### src/rtl/datapath_pkg.sv
// Shared encodings for the parametrised datapath: ALU ops, bus sources,
// flag bit positions and debug-view selects.
package datapath_pkg;

    typedef enum logic [2:0] {
        ALU_ADD = 3'd0,
        ALU_SUB = 3'd1,
        ALU_AND = 3'd2,
        ALU_OR  = 3'd3,
        ALU_XOR = 3'd4,
        ALU_NOT = 3'd5,
        ALU_SHL = 3'd6,
        ALU_SHR = 3'd7
    } alu_op_e;

    typedef enum logic [1:0] {
        BUS_ALU   = 2'd0,
        BUS_RF_A  = 2'd1,
        BUS_MEM   = 2'd2,
        BUS_STACK = 2'd3
    } bus_sel_e;

    localparam int FLAG_Z = 0;
    localparam int FLAG_C = 1;
    localparam int FLAG_N = 2;
    localparam int FLAG_V = 3;

    typedef enum logic [2:0] {
        DBG_PC        = 3'd0,
        DBG_ALU       = 3'd1,
        DBG_BUS       = 3'd2,
        DBG_IR        = 3'd3,
        DBG_ADDR      = 3'd4,
        DBG_FLAGS     = 3'd5,
        DBG_STACK_TOP = 3'd6,
        DBG_RF_B      = 3'd7
    } dbg_sel_e;

endpackage

### src/rtl/param_datapath_if.sv
// Control-unit <-> datapath signal bundle; the control unit is the master,
// the datapath is the slave.
interface param_datapath_if
    import datapath_pkg::*;
#(
    parameter int DATA_W      = 8,
    parameter int NUM_REGS    = 4,
    parameter int STACK_DEPTH = 8
);
    localparam int RA_W = $clog2(NUM_REGS);
    localparam int SP_W = $clog2(STACK_DEPTH + 1);

    logic              rf_we;
    logic [RA_W-1:0]   rf_waddr;
    logic [RA_W-1:0]   rf_raddr_a;
    logic [RA_W-1:0]   rf_raddr_b;
    logic              pc_inc;
    logic              pc_load;
    logic              ir_load;
    logic              ar_load;
    logic              flags_load;
    alu_op_e           alu_op;
    bus_sel_e          bus_sel;
    logic [DATA_W-1:0] mem_rdata;
    logic              push;
    logic              pop;
    dbg_sel_e          dbg_sel;

    logic [DATA_W-1:0] bus;
    logic [DATA_W-1:0] alu_out;
    logic [DATA_W-1:0] pc_out;
    logic [DATA_W-1:0] ir_out;
    logic [DATA_W-1:0] addr;
    logic [3:0]        flags;
    logic [SP_W-1:0]   sp;
    logic [DATA_W-1:0] stack_top;
    logic              stack_full;
    logic              stack_empty;
    logic              stack_err;
    logic [DATA_W-1:0] dbg_out;

    modport master (
        output rf_we, rf_waddr, rf_raddr_a, rf_raddr_b, pc_inc, pc_load,
               ir_load, ar_load, flags_load, alu_op, bus_sel, mem_rdata,
               push, pop, dbg_sel,
        input  bus, alu_out, pc_out, ir_out, addr, flags, sp, stack_top,
               stack_full, stack_empty, stack_err, dbg_out
    );

    modport slave (
        input  rf_we, rf_waddr, rf_raddr_a, rf_raddr_b, pc_inc, pc_load,
               ir_load, ar_load, flags_load, alu_op, bus_sel, mem_rdata,
               push, pop, dbg_sel,
        output bus, alu_out, pc_out, ir_out, addr, flags, sp, stack_top,
               stack_full, stack_empty, stack_err, dbg_out
    );

endinterface

### src/rtl/param_stack.sv
// LIFO hardware stack with occupancy count, full/empty status and a sticky
// over/underflow error bit.
module param_stack
    import datapath_pkg::*;
#(
    parameter  int DATA_W      = 8,
    parameter  int STACK_DEPTH = 8,
    localparam int SP_W        = $clog2(STACK_DEPTH + 1)
) (
    input  logic              clk,
    input  logic              rst,
    input  logic              push,
    input  logic              pop,
    input  logic [DATA_W-1:0] din,
    output logic [SP_W-1:0]   sp,
    output logic [DATA_W-1:0] top,
    output logic              full,
    output logic              empty,
    output logic              err
);
    localparam int IDX_W = $clog2(STACK_DEPTH);

    logic [DATA_W-1:0] mem [STACK_DEPTH];
    logic [SP_W-1:0]   sp_q;
    logic              err_q;
    logic [IDX_W-1:0]  top_idx;
    logic [IDX_W-1:0]  wr_idx;
    logic              push_ok;
    logic              pop_ok;
    logic              replace;
    logic              fault;

    assign full    = (sp_q == SP_W'(STACK_DEPTH));
    assign empty   = (sp_q == '0);
    assign top_idx = IDX_W'(sp_q - SP_W'(1));

    // push+pop on a non-empty stack rewrites the top in place; on an empty
    // stack the pop is meaningless so the pair degrades to a plain push.
    assign replace = push && pop && !empty;
    assign push_ok = push && !full && !replace;
    assign pop_ok  = pop && !push && !empty;
    assign fault   = (push && !pop && full) || (pop && !push && empty);
    assign wr_idx  = replace ? top_idx : IDX_W'(sp_q);

    always_ff @(posedge clk) begin
        if (rst) begin
            sp_q  <= '0;
            err_q <= 1'b0;
        end else begin
            if (push_ok)
                sp_q <= sp_q + SP_W'(1);
            else if (pop_ok)
                sp_q <= sp_q - SP_W'(1);
            if (fault)
                err_q <= 1'b1;
        end
    end

    always_ff @(posedge clk) begin
        if (!rst && (push_ok || replace))
            mem[wr_idx] <= din;
    end

    assign sp  = sp_q;
    assign err = err_q;
    assign top = empty ? '0 : mem[top_idx];

endmodule

### src/rtl/param_datapath.sv
// Parametrised processor datapath: register file, PC/IR/AR, 8-op ALU with
// latched flags, LIFO stack and a debug view mux.
module param_datapath
    import datapath_pkg::*;
#(
    parameter  int DATA_W      = 8,
    parameter  int NUM_REGS    = 4,
    parameter  int STACK_DEPTH = 8,
    localparam int RA_W        = $clog2(NUM_REGS),
    localparam int SP_W        = $clog2(STACK_DEPTH + 1)
) (
    input logic clk,
    input logic rst,
    param_datapath_if.slave dp
);
    localparam int MSB = DATA_W - 1;

    logic [DATA_W-1:0] rf [NUM_REGS];
    logic [DATA_W-1:0] pc_q;
    logic [DATA_W-1:0] ir_q;
    logic [DATA_W-1:0] ar_q;
    logic [3:0]        flags_q;
    logic [DATA_W-1:0] rd_a;
    logic [DATA_W-1:0] rd_b;
    logic [DATA_W-1:0] alu_res;
    logic [DATA_W:0]   alu_wide;
    logic              alu_c;
    logic              alu_v;
    logic [3:0]        alu_flags;
    logic [DATA_W-1:0] bus_val;
    logic [DATA_W-1:0] dbg_val;
    logic [DATA_W-1:0] stack_top;
    logic [SP_W-1:0]   stack_sp;
    logic              stack_full;
    logic              stack_empty;
    logic              stack_err;

    assign rd_a = rf[dp.rf_raddr_a];
    assign rd_b = rf[dp.rf_raddr_b];

    // Carry/borrow comes from the extra top bit of the widened sum/difference.
    always_comb begin
        alu_res  = '0;
        alu_wide = '0;
        alu_c    = 1'b0;
        alu_v    = 1'b0;
        case (dp.alu_op)
            ALU_ADD: begin
                alu_wide = {1'b0, rd_a} + {1'b0, rd_b};
                alu_res  = alu_wide[MSB:0];
                alu_c    = alu_wide[DATA_W];
                alu_v    = (rd_a[MSB] == rd_b[MSB]) && (alu_res[MSB] != rd_a[MSB]);
            end
            ALU_SUB: begin
                alu_wide = {1'b0, rd_a} - {1'b0, rd_b};
                alu_res  = alu_wide[MSB:0];
                alu_c    = alu_wide[DATA_W];
                alu_v    = (rd_a[MSB] != rd_b[MSB]) && (alu_res[MSB] != rd_a[MSB]);
            end
            ALU_AND: alu_res = rd_a & rd_b;
            ALU_OR:  alu_res = rd_a | rd_b;
            ALU_XOR: alu_res = rd_a ^ rd_b;
            ALU_NOT: alu_res = ~rd_a;
            ALU_SHL: begin
                alu_res = rd_a << 1;
                alu_c   = rd_a[MSB];
            end
            ALU_SHR: begin
                alu_res = rd_a >> 1;
                alu_c   = rd_a[0];
            end
            default: alu_res = '0;
        endcase
        alu_flags         = '0;
        alu_flags[FLAG_Z] = (alu_res == '0);
        alu_flags[FLAG_C] = alu_c;
        alu_flags[FLAG_N] = alu_res[MSB];
        alu_flags[FLAG_V] = alu_v;
    end

    always_comb begin
        bus_val = '0;
        case (dp.bus_sel)
            BUS_ALU:   bus_val = alu_res;
            BUS_RF_A:  bus_val = rd_a;
            BUS_MEM:   bus_val = dp.mem_rdata;
            BUS_STACK: bus_val = stack_top;
            default:   bus_val = '0;
        endcase
    end

    always_ff @(posedge clk) begin
        if (rst) begin
            for (int i = 0; i < NUM_REGS; i++)
                rf[i] <= '0;
        end else if (dp.rf_we) begin
            rf[dp.rf_waddr] <= bus_val;
        end
    end

    always_ff @(posedge clk) begin
        if (rst) begin
            pc_q    <= '0;
            ir_q    <= '0;
            ar_q    <= '0;
            flags_q <= '0;
        end else begin
            if (dp.pc_load)
                pc_q <= bus_val;
            else if (dp.pc_inc)
                pc_q <= pc_q + DATA_W'(1);
            if (dp.ir_load)
                ir_q <= bus_val;
            if (dp.ar_load)
                ar_q <= bus_val;
            if (dp.flags_load)
                flags_q <= alu_flags;
        end
    end

    param_stack #(
        .DATA_W      (DATA_W),
        .STACK_DEPTH (STACK_DEPTH)
    ) u_stack (
        .clk   (clk),
        .rst   (rst),
        .push  (dp.push),
        .pop   (dp.pop),
        .din   (bus_val),
        .sp    (stack_sp),
        .top   (stack_top),
        .full  (stack_full),
        .empty (stack_empty),
        .err   (stack_err)
    );

    // Debug view is forced to zero while reset is held.
    always_comb begin
        dbg_val = '0;
        if (!rst) begin
            case (dp.dbg_sel)
                DBG_PC:        dbg_val = pc_q;
                DBG_ALU:       dbg_val = alu_res;
                DBG_BUS:       dbg_val = bus_val;
                DBG_IR:        dbg_val = ir_q;
                DBG_ADDR:      dbg_val = ar_q;
                DBG_FLAGS:     dbg_val = {{(DATA_W-4){1'b0}}, flags_q};
                DBG_STACK_TOP: dbg_val = stack_top;
                DBG_RF_B:      dbg_val = rd_b;
                default:       dbg_val = '0;
            endcase
        end
    end

    assign dp.bus         = bus_val;
    assign dp.alu_out     = alu_res;
    assign dp.pc_out      = pc_q;
    assign dp.ir_out      = ir_q;
    assign dp.addr        = ar_q;
    assign dp.flags       = flags_q;
    assign dp.sp          = stack_sp;
    assign dp.stack_top   = stack_top;
    assign dp.stack_full  = stack_full;
    assign dp.stack_empty = stack_empty;
    assign dp.stack_err   = stack_err;
    assign dp.dbg_out     = dbg_val;

endmodule

### src/flat_wrapper.sv
// flat-port wrapper written by rule: the top's interface ports become plain ports
module param_datapath_flat import datapath_pkg::*;
#(
    parameter  int DATA_W      = 8,
    parameter  int NUM_REGS    = 4,
    parameter  int STACK_DEPTH = 8,
    localparam int RA_W        = $clog2(NUM_REGS),
    localparam int SP_W        = $clog2(STACK_DEPTH + 1)
)
  (clk, rst, dp_rf_we, dp_rf_waddr, dp_rf_raddr_a, dp_rf_raddr_b, dp_pc_inc, dp_pc_load, dp_ir_load, dp_ar_load, dp_flags_load, dp_alu_op, dp_bus_sel, dp_mem_rdata, dp_push, dp_pop, dp_dbg_sel, dp_bus, dp_alu_out, dp_pc_out, dp_ir_out, dp_addr, dp_flags, dp_sp, dp_stack_top, dp_stack_full, dp_stack_empty, dp_stack_err, dp_dbg_out);
  param_datapath_if #(.DATA_W(DATA_W), .NUM_REGS(NUM_REGS), .STACK_DEPTH(STACK_DEPTH)) dp_i ();
  input logic clk;
  input logic rst;
  input wire logic [$bits(dp_i.rf_we)-1:0] dp_rf_we;
  input wire logic [$bits(dp_i.rf_waddr)-1:0] dp_rf_waddr;
  input wire logic [$bits(dp_i.rf_raddr_a)-1:0] dp_rf_raddr_a;
  input wire logic [$bits(dp_i.rf_raddr_b)-1:0] dp_rf_raddr_b;
  input wire logic [$bits(dp_i.pc_inc)-1:0] dp_pc_inc;
  input wire logic [$bits(dp_i.pc_load)-1:0] dp_pc_load;
  input wire logic [$bits(dp_i.ir_load)-1:0] dp_ir_load;
  input wire logic [$bits(dp_i.ar_load)-1:0] dp_ar_load;
  input wire logic [$bits(dp_i.flags_load)-1:0] dp_flags_load;
  input wire logic [$bits(dp_i.alu_op)-1:0] dp_alu_op;
  input wire logic [$bits(dp_i.bus_sel)-1:0] dp_bus_sel;
  input wire logic [$bits(dp_i.mem_rdata)-1:0] dp_mem_rdata;
  input wire logic [$bits(dp_i.push)-1:0] dp_push;
  input wire logic [$bits(dp_i.pop)-1:0] dp_pop;
  input wire logic [$bits(dp_i.dbg_sel)-1:0] dp_dbg_sel;
  output wire logic [$bits(dp_i.bus)-1:0] dp_bus;
  output wire logic [$bits(dp_i.alu_out)-1:0] dp_alu_out;
  output wire logic [$bits(dp_i.pc_out)-1:0] dp_pc_out;
  output wire logic [$bits(dp_i.ir_out)-1:0] dp_ir_out;
  output wire logic [$bits(dp_i.addr)-1:0] dp_addr;
  output wire logic [$bits(dp_i.flags)-1:0] dp_flags;
  output wire logic [$bits(dp_i.sp)-1:0] dp_sp;
  output wire logic [$bits(dp_i.stack_top)-1:0] dp_stack_top;
  output wire logic [$bits(dp_i.stack_full)-1:0] dp_stack_full;
  output wire logic [$bits(dp_i.stack_empty)-1:0] dp_stack_empty;
  output wire logic [$bits(dp_i.stack_err)-1:0] dp_stack_err;
  output wire logic [$bits(dp_i.dbg_out)-1:0] dp_dbg_out;
  assign dp_i.rf_we = dp_rf_we;
  assign dp_i.rf_waddr = dp_rf_waddr;
  assign dp_i.rf_raddr_a = dp_rf_raddr_a;
  assign dp_i.rf_raddr_b = dp_rf_raddr_b;
  assign dp_i.pc_inc = dp_pc_inc;
  assign dp_i.pc_load = dp_pc_load;
  assign dp_i.ir_load = dp_ir_load;
  assign dp_i.ar_load = dp_ar_load;
  assign dp_i.flags_load = dp_flags_load;
  assign dp_i.alu_op = dp_alu_op;
  assign dp_i.bus_sel = dp_bus_sel;
  assign dp_i.mem_rdata = dp_mem_rdata;
  assign dp_i.push = dp_push;
  assign dp_i.pop = dp_pop;
  assign dp_i.dbg_sel = dp_dbg_sel;
  assign dp_bus = dp_i.bus;
  assign dp_alu_out = dp_i.alu_out;
  assign dp_pc_out = dp_i.pc_out;
  assign dp_ir_out = dp_i.ir_out;
  assign dp_addr = dp_i.addr;
  assign dp_flags = dp_i.flags;
  assign dp_sp = dp_i.sp;
  assign dp_stack_top = dp_i.stack_top;
  assign dp_stack_full = dp_i.stack_full;
  assign dp_stack_empty = dp_i.stack_empty;
  assign dp_stack_err = dp_i.stack_err;
  assign dp_dbg_out = dp_i.dbg_out;
  param_datapath #(.DATA_W(DATA_W), .NUM_REGS(NUM_REGS), .STACK_DEPTH(STACK_DEPTH)) u_core (.clk(clk), .rst(rst), .dp(dp_i));
endmodule
### config.mk
export PLATFORM = sky130hd
export DESIGN_NAME = param_datapath_flat
export DESIGN_NICKNAME = d
export VERILOG_FILES = /design/src/rtl/datapath_pkg.sv /design/src/rtl/param_datapath_if.sv /design/src/rtl/param_stack.sv /design/src/rtl/param_datapath.sv /design/src/flat_wrapper.sv
export SDC_FILE = /design/constraint.sdc
export NUM_CORES = 1
export LEC_CHECK = 0
export CORE_ASPECT_RATIO = 0.7
export CORE_UTILIZATION = 43
export CTS_BUF_LIST = sky130_fd_sc_hd__clkbuf_16
export DETAILED_ROUTE_END_ITERATION = 7
export GPL_ROUTABILITY_DRIVEN = 1
export SETUP_SLACK_MARGIN = 0.02
export SYNTH_ARGS = -nofsm -noshare
export SYNTH_HDL_FRONTEND = slang
export SYNTH_HIERARCHICAL = 1
export SYNTH_SLANG_ARGS = --single-unit
### constraint.sdc
create_clock -name clk -period 17.4 [get_ports clk]
set_clock_uncertainty 0.1 [all_clocks]
set_input_delay 4.35 -clock clk [delete_from_list [all_inputs] [get_ports clk]]
set_output_delay 4.35 -clock clk [all_outputs]
set_load 0.1 [all_outputs]
==> summary by stage, run 1 <==
Synth
Among all flip-flop cells after synthesis, the most frequent one is edfxtp_1. The gate count after technology mapping is 778. The total of warnings raised by yosys is 6. Synthesis produced a netlist with a net count of 839.

After synthesis, the mean cell area works out to 10.3 um^2. The cell area that synthesis handed to floorplanning was 8030 um^2. Yosys attributes the largest share of cell area to edfxtp_1 (36%), dfxtp_1 (8.2%), mux4_2 (7.9%). The leading area contributor after synthesis is edfxtp_1.

The portion of synthesized cell area occupied by the leading cell type is 35.9%. The number of different library cells in the post-synthesis netlist is 82. The sequential-to-total area share from yosys stat is 44.2%. The synthesized design contains 129 register bits.

For this run, asynchronously set or reset flops after synthesis account for 0%. Counting flops with a built-in enable in the synthesized netlist gives 96.

Worst setup path
The critical path is of the primary input to output pin type. The critical-path maximum fanout is 11. STA classifies the critical path startpoint as a primary input.

In this run the critical register-to-register path is captured at u_core/u_stack/mem[2][6]. The start of the worst register-to-register path is u_core/rf[2][0]. The minimum setup slack among reg-to-reg paths is 12.76 ns. STA puts the critical path data arrival time at 10.13 ns. The nature of the critical path endpoint is an output pin. The required arrival time at the worst endpoint is 12.95 ns.

Measured in cells, the most critical reg-to-reg path has a length of 13. The critical path endpoint is dp_bus[7]. In this run the worst setup path begins at dp_rf_raddr_a[1].

Run status
The run finished, with violations left. The final reports fail on design-rule violations.

Timing
The final setup TNS is 0 ns. The final-report hold violation count is 0. The final critical path time including I/O delays and setup is 14.58 ns. Setup repair after global routing left no endpoint under its margin. The maximum achievable frequency is 0.0686 GHz. At the pin with the least slew margin, the transition time is 1.03 ns.

The number of pins exceeding their max-slew limit in the final report came to 0. The post-layout worst setup margin is 2.82 ns. The total setup violations reported at the end of the flow is 0. Dividing the final minimum period by the clock period gives 83.8%.

Measured against its own limit, the worst slew margin works out to 30.8%.

Clocking
The number of clock buffers added by TritonCTS is 17. The post-CTS clock slew at the launch and capture registers of the worst setup and hold paths is 0.06 ns. The count of H-tree levels built during CTS is 4. The total setup buffers inserted after CTS is 0.

The number of instances resized during post-cts repair is 0. In this run the deepest clock path goes through 2 buffers. The sink count of the clock tree is 129. The clock tree from TritonCTS is yes. The total of hold buffers inserted after clock tree synthesis is 0.

The clock tree root driver cell is clkbuf_16. For the worst-skew pair, the clock arrives at the later sink with an insertion delay of 0.42 ns.

Placed design
The final RePlAce weighted congestion is 0.936. Timing analysis after detailed placement gives a worst setup slack of 2.92 ns. The number of input and output port buffers inserted is 98. The detailed-placement wirelength estimate is 19.2 mm.

Power
After layout, the design draws a total of 0.00143 W. For this design the ratio of total power to cell area is 148 nW/um^2. The worst supply voltage drop on vdd is 0.0000828 V. The leakage power is 3.58 nW.

Global routing
The wire length of the first global-routing pass is 39.0 mm. The initial antenna violation count is 0. Entering global routing, the biggest net connects 40 pins. The global routing met2 resource utilization is 40.2%.

Global routing consumed, over all layers together, 27.9% of the routing resources. The via count of the first global-routing pass is 6465. The aggregate global routing overflow is 0. Global routing used 5.11% of the available met3 tracks. The peak-usage layer in the global routing report is met1. The global-route track usage on met1 is 42.5%.

Cells and area
The synthesis-to-layout area growth is 20.6%. The net count reported at finish is 913. The fraction of final layout cells sized beyond drive strength 1 is 10.3%. The repair_antennas step left the layout with diodes totalling 0.

The sequential cells in the finished layout cover a total of 3540 um^2. Fill cells in the final layout number 1606. Summing all multi-input logic gate instances after layout gives 4030 um^2.

Hold path
The worst min-delay path startpoint is u_core/u_stack/err. The worst hold path belongs to the class flop to flop.

Detailed routing
Before antenna repair, the detailed router went through 7 iterations. The post-detailed-route DRC marker count is 12. The final wirelength is 26.2 mm.

The first routing iteration left 1018 violations. The residual antenna-violating net count after detailed routing is 0. In the final routed layout, each cell accounts on average for 23.8 um.

The via total after detailed routing is 6948. After detailed routing, the number of vias per cell comes to 6.31.

Die
The number of rows created at floorplan is 41. The die is 165 um wide. Pin placement for this block handled 99 I/O pins. From bottom edge to top edge, the die measures 116 um. The initial utilization of the core area, before any placement, comes to 44.2%.

The die area is 19200 um^2. The total area inside the core boundary comes to 18200 um^2.

Run
The count of max-cap constraint violations is 0.
[routing by layer]
metal  share of wire [%]  routed length (um)
met1                  47               12200
met2                  43               11100
met3                 9.3                2430
met4                 1.6                 412
met5                   0                   0
[layout make-up]
type,instances,share of cell area (%)
clock buffers,17,4.40
clock inverters,15,1.41
inverters,51,1.98
multi-input cells,545,41.6
flip-flops and latches,129,36.6
well taps,236,3.05
repair buffers,108,10.9
[cell usage after synthesis (3+ instances only)]
master      n
a211oi_1   18
a21o_1      4
a21oi_1    44
a22o_1      3
a22oi_1     7
a31oi_1    11
and3_1      8
buf_2       6
buf_6       6
clkbuf_1   38
dfxtp_1    33
edfxtp_1   96
ha_1       27
inv_1      47
inv_2       3
mux2_2      7
mux2i_1    18
mux4_1      7
mux4_2     28
nand2_1    56
nand2b_1   14
nand3_1    18
nand3b_1    5
nand4_1     3
nor2_1    101
nor2b_1     6
nor3_1     11
nor3b_1     3
nor4_1      5
nor4b_1     3
o211ai_1    5
o21a_1      6
o21ai_0    39
o22ai_1    12
o311ai_0    3
or3_1       5
or4_1       3
xnor2_1     7
xor2_1      8
[stage by stage]
| stage | hold WS [ns] | instance area (um^2) | util (%) | std cells |
|---|---|---|---|---|
| 6_report | 0.377 | 9680 | 53.3 | 1101 |
| 5_1_grt | 0.433 | 9680 | 53.3 | 1101 |
| 4_1_cts | 0.386 | 9680 | 53.3 | 1101 |
| 3_5_place_dp | 0.368 | 9120 | 50.2 | 1069 |
| 3_3_place_gp | 0.358 | 9120 | 50.2 | 1069 |
| 2_1_floorplan | 0.828 | 8030 | - | 778 |
[critical path, cell delays in order]
cell             delay (ns)
clkdlybuf4s50_1        0.78
mux2_2                 0.39
o21ai_0                0.45
ha_1                   0.47
and3_1                 0.26
a221o_1                0.39
o22ai_1                0.29
xor2_1                 0.11
a22oi_1                0.58
nand2_1                0.15
a22o_1                 0.37
inv_1                  0.31
clkdlybuf4s50_1        1.20
[power breakdown]
group	switching [W]	leakage, nW	internal (W)
sequential	0.0000225	1.19	0.000367
clock	0.000139	0.265	0.000198
combinational	0.000516	2.13	0.000190
total	0.000678	3.58	0.000755
[cell families after synthesis]
logic type / Yosys count / share of synthesized area, %
muxes: 60 / 13.4
xor gates and xnor gates: 15 / 1.64
adders and majority gates: 29 / 4.71
buffers and inverters: 104 / 5.61
AOI/OAI and AO/OA: 190 / 15.7
DFF: 129 / 44.2
and+or+nand+nor: 251 / 14.8
[flip-flops by register name, summed over array words and instances, names as in the netlist]
| signal | flops |
|---|---|
| u_core/u_stack/err | 1 |
| u_core/dp.addr | 8 |
| u_core/u_stack/mem | 64 |
| u_core/dp.flags | 4 |
| u_core/rf | 32 |
| u_core/dp.ir_out | 8 |
| u_core/u_stack/sp | 4 |
| u_core/dp.pc_out | 8 |
[layout by cell type (no fill, tap or decap), types with 27 or more instances in the layout]
master / count
a21oi_1: 44
mux4_2: 28
nand2_1: 56
o21ai_0: 39
inv_1: 47
dfxtp_1: 33
edfxtp_1: 96
clkdlybuf4s50_1: 98
ha_1: 27
nor2_1: 101
[worst min-delay path by stage]
| stage | end | slack (ns) | depth (start not counted) |
|---|---|---|---|
| finish | u_core/u_stack/err | 0.38 | 2 |
| global route | u_core/dp.ir_out[5] | 0.43 | 2 |
| CTS | u_core/u_stack/err | 0.39 | 2 |
| detailed placement | u_core/u_stack/err | 0.37 | 2 |
| global placement | u_core/u_stack/err | 0.36 | 2 |
| floorplan | u_core/dp.ir_out[5] | 0.83 | 2 |
Note: power is estimated with default switching activity, not from simulation.
==> run 2, diff against run 1 <==
PLACE_DENSITY = 0.67   (was not set)
clock period = 12.57 ns   (was 17.4 ns; I/O delays follow)
==> run 2 against run 1 <==
Against the previous run: the flow still finishes with violations (design-rule violations); cell area up 0.44%; non-clock buffer count up 1; first-iteration DRC count down 5.4%; critical path type unchanged.
==> summary by stage, run 2 (synthesis gave the netlist of run 1 again) <==
Run status
The run finished, with violations left. The final reports fail on design-rule violations.

Hold path
The worst min-delay path category is flop to flop.

Detailed routing
The routed length per instance came to 21.7 um (-8.7%). The routed length on met1 came to 11.5 mm (-6.1%). The count of routing violations after the opening detailed-route iteration is 963 (-5.4%). The met3 wirelength from detailed routing is 2.79 mm (+15%). The final wirelength is 24.0 mm (-8.6%). The detail-routed via count per cell is 6.08 (-3.6%).

The post-detailed-route DRC marker count is 16 (+4). The number of detailed-routing iterations run before antenna repair is 7 (unchanged). The via total after detailed routing came to 6701 (-3.6%).

After detailed routing, no signal wire sits above met4. The detailed route wirelength on metal2 came to 9.50 mm (-15%). The residual antenna-violating net count after detailed routing is 0 (unchanged).

Clocking
The post-CTS clock slew at the launch and capture registers of the worst setup and hold paths is 0.06 ns (about the same). The number of buffers inserted during clock tree synthesis came to 17 (unchanged). The sink count of the clock tree is 129 (unchanged).

The count of H-tree levels built during CTS came to 4 (unchanged). The total of hold buffers inserted after clock tree synthesis came to 0 (unchanged). The clock tree root driver cell is clkbuf_16. The maximum clock insertion buffer count was 2 (unchanged). The total setup buffers inserted after CTS is 0 (unchanged). The number of instances resized during post-cts repair is 0 (unchanged). The clock tree from TritonCTS is yes. The clock latency at the later pin of the worst-skew pair is 0.42 ns (about the same).

Power
The switching power as a share of total power is 46.2% (-1.1 points). The total power density per cell area is 208 nW/um^2 (+41%). The relative contribution of sequential cells to total power is 26.7% (-0.5 points). The leakage power is 3.65 nW (+1.8%). The switching power is 0.000935 W (+38%). The combinational share of power was 47.8% (-1.5 points). The internal power component is 0.00109 W (+44%).

The total power of the final layout is 0.00202 W (+41%). The worst supply voltage drop on vdd is 0.000136 V (+64%). The fraction of power consumed by the clock network is 25.5% (+2.0 points).

Cells and area
The net count reported at finish is 914 (+0.11%). The number of inserted diodes was 0 (unchanged). The final design instance area without fill is 9720 um^2 (+0.44%). The fill cell total of the finished layout is 1628 (+1.4%).

The number of flip-flops under the largest register name was 64 (unchanged). The library cell used most frequently in the layout, excluding fill and tap cells, is nor2_1. The largest registers in the layout are u_core/u_stack/mem: 64 flops, u_core/rf: 32 flops. The library cells used most frequently in the layout, excluding fill and tap cells, are nor2_1 (101), edfxtp_1 (96), clkdlybuf4s50_1 (87). The synthesis-to-layout area growth is 21.1%. u_core/u_stack/mem holds more flip-flops than any other register. The fraction of final layout cells sized beyond drive strength 1 is 12.0% (+1.7 points).

Timing
Setup repair after global routing left no endpoint under its margin. The post-route fraction of the period consumed by the critical path is 94.7%. The number of pins exceeding their max-slew limit in the final report is 0 (unchanged). Timing would allow up to 0.0840 GHz. The transition time at the pin with the least slew margin is 0.992 ns (-0.0422 ns). The post-layout worst setup margin is 0.665 ns (-2.15 ns). The total setup violations reported at the end of the flow came to 0 (unchanged). After layout, the minimum clock period comes to 11.91 ns. The final-report hold violation count is 0 (unchanged). The remaining max-slew budget at the tightest pin is 33.6% (+2.9 points). The final setup TNS is 0 ns (unchanged).

Global routing
The wire length of the first global-routing pass is 36.6 mm (-6.1%). The pin count of the biggest net entering global routing is 40 (unchanged). The aggregate global-route resource usage was 26.0% (-1.9 points). The aggregate global routing overflow is 0 (unchanged). The via count of the first global-routing pass was 6083 (-5.9%). The initial antenna violation count is 0 (unchanged).

Worst setup path
The signal on the critical path passes through clkdlybuf4s50_1 -> mux4_1 -> inv_1 -> ha_1 -> inv_1 -> fa_1 -> nand2b_1 -> a2bb2oi_1 -> a221o_1 -> nand3b_1 -> a32oi_1 -> o21ai_0 -> a31oi_2 -> inv_1 -> clkdlybuf4s50_1. The category of the most critical setup path is primary input to output pin. The nature of the critical path endpoint is an output pin. The critical-path maximum fanout is 10 (-1). The data arrival time of the worst path is 8.66 ns (-1.47 ns). The cell with the largest stage delay on the worst path is clkdlybuf4s50_1. The required arrival time at the worst endpoint is 9.33 ns (-3.62 ns). The category of the worst setup path launch point is a primary input. By instance count, the cell type seen most on the critical path is inv_1. The peak per-stage delay on the critical path is 1.04 ns (-0.16 ns).

Die
The number of placed I/O pins is 99 (unchanged). The placeable core region was 18200 um^2 (unchanged). The height of the die was 116 um (unchanged). The starting utilization of the core area is 44.2% (unchanged). The width of the die is 165 um (unchanged). The die area came to 19200 um^2 (unchanged).

The number of rows created at floorplan is 41 (unchanged).

Placed design
The post-placement setup slack is 0.777 ns (-2.14 ns). The number of input and output port buffers inserted was 98 (unchanged). The final RePlAce weighted congestion came to 0.968 (+3.4%). The detailed-placement wirelength estimate came to 17.9 mm (-7.0%). The instance area after placement was 9100 um^2 (-0.22%).

Run
The count of max-cap constraint violations is 0 (unchanged).
==> run 2: cell count changes in the layout (fill, tap and decap cells not counted), sizes merged <==
cell           change
buf               +12
clkdlybuf4s50     -11
clkinvlp           -3
inv                +3
bufinv             +2
clkinv             -2
==> run 2: layout make-up <==
| cell class | count | area [um^2] | share of cell area (%) |
|---|---|---|---|
| Sequential cell | 129 | 3540 | 36.4 |
| Inverter | 51 | 191 | 1.97 |
| Multi-Input combinational cell | 545 | 4030 | 41.5 |
| Clock inverter | 15 | 199 | 2.05 |
| Tap cell | 236 | 295 | 3.04 |
| Clock buffer | 17 | 425 | 4.38 |
| Timing Repair Buffer | 109 | 1040 | 10.7 |
==> run 2: path summary, 6_finish.rpt <==
check                                         from                  endpoint  slack (ns)  depth (start not counted)
worst max-delay path              dp_rf_raddr_a[0]                 dp_bus[6]        0.66                         15
worst min-delay path            u_core/u_stack/err        u_core/u_stack/err        0.38                          2
worst max register to register     u_core/rf[2][0]  u_core/u_stack/mem[0][6]        8.09                         13
worst min register to register  u_core/u_stack/err        u_core/u_stack/err        0.38                          2
==> run 2: power by group through the flow <==
stage	sequential (W)	clock (W)	combinational, W
global placement	0.000546	0	0.000957
global route	0.000544	0.000541	0.00101
finish	0.000540	0.000516	0.000968
floorplan	0.000634	0	0.000639
detailed placement	0.000547	0	0.000959
CTS	0.000538	0.000523	0.000962
==> run 2: worst max-delay path: cells and delay by family <==
kind	cells	cell delay [ns]
compound gates	5	1.60
fa+ha+maj	2	0.63
buf+inv	5	2.30
mux	1	0.72
simple gates	2	0.26
==> run 2: metal layers <==
layer	up-vias	track usage, %
met4	0	5.44
met2	381	34.2
met1	3247	41.0
li1	3059	-
met5	-	0
met3	14	7.99
==> run 2: stage by stage <==
| stage | hold WS, ns | std cells | util [%] |
|---|---|---|---|
| 6_report | 0.375 | 1102 | 53.5 |
| 4_1_cts | 0.380 | 1102 | 53.5 |
| 3_5_place_dp | 0.363 | 1070 | 50.1 |
| 5_1_grt | 0.394 | 1102 | 53.5 |
| 3_3_place_gp | 0.366 | 1070 | 50.1 |
| 2_1_floorplan | 0.828 | 778 | - |
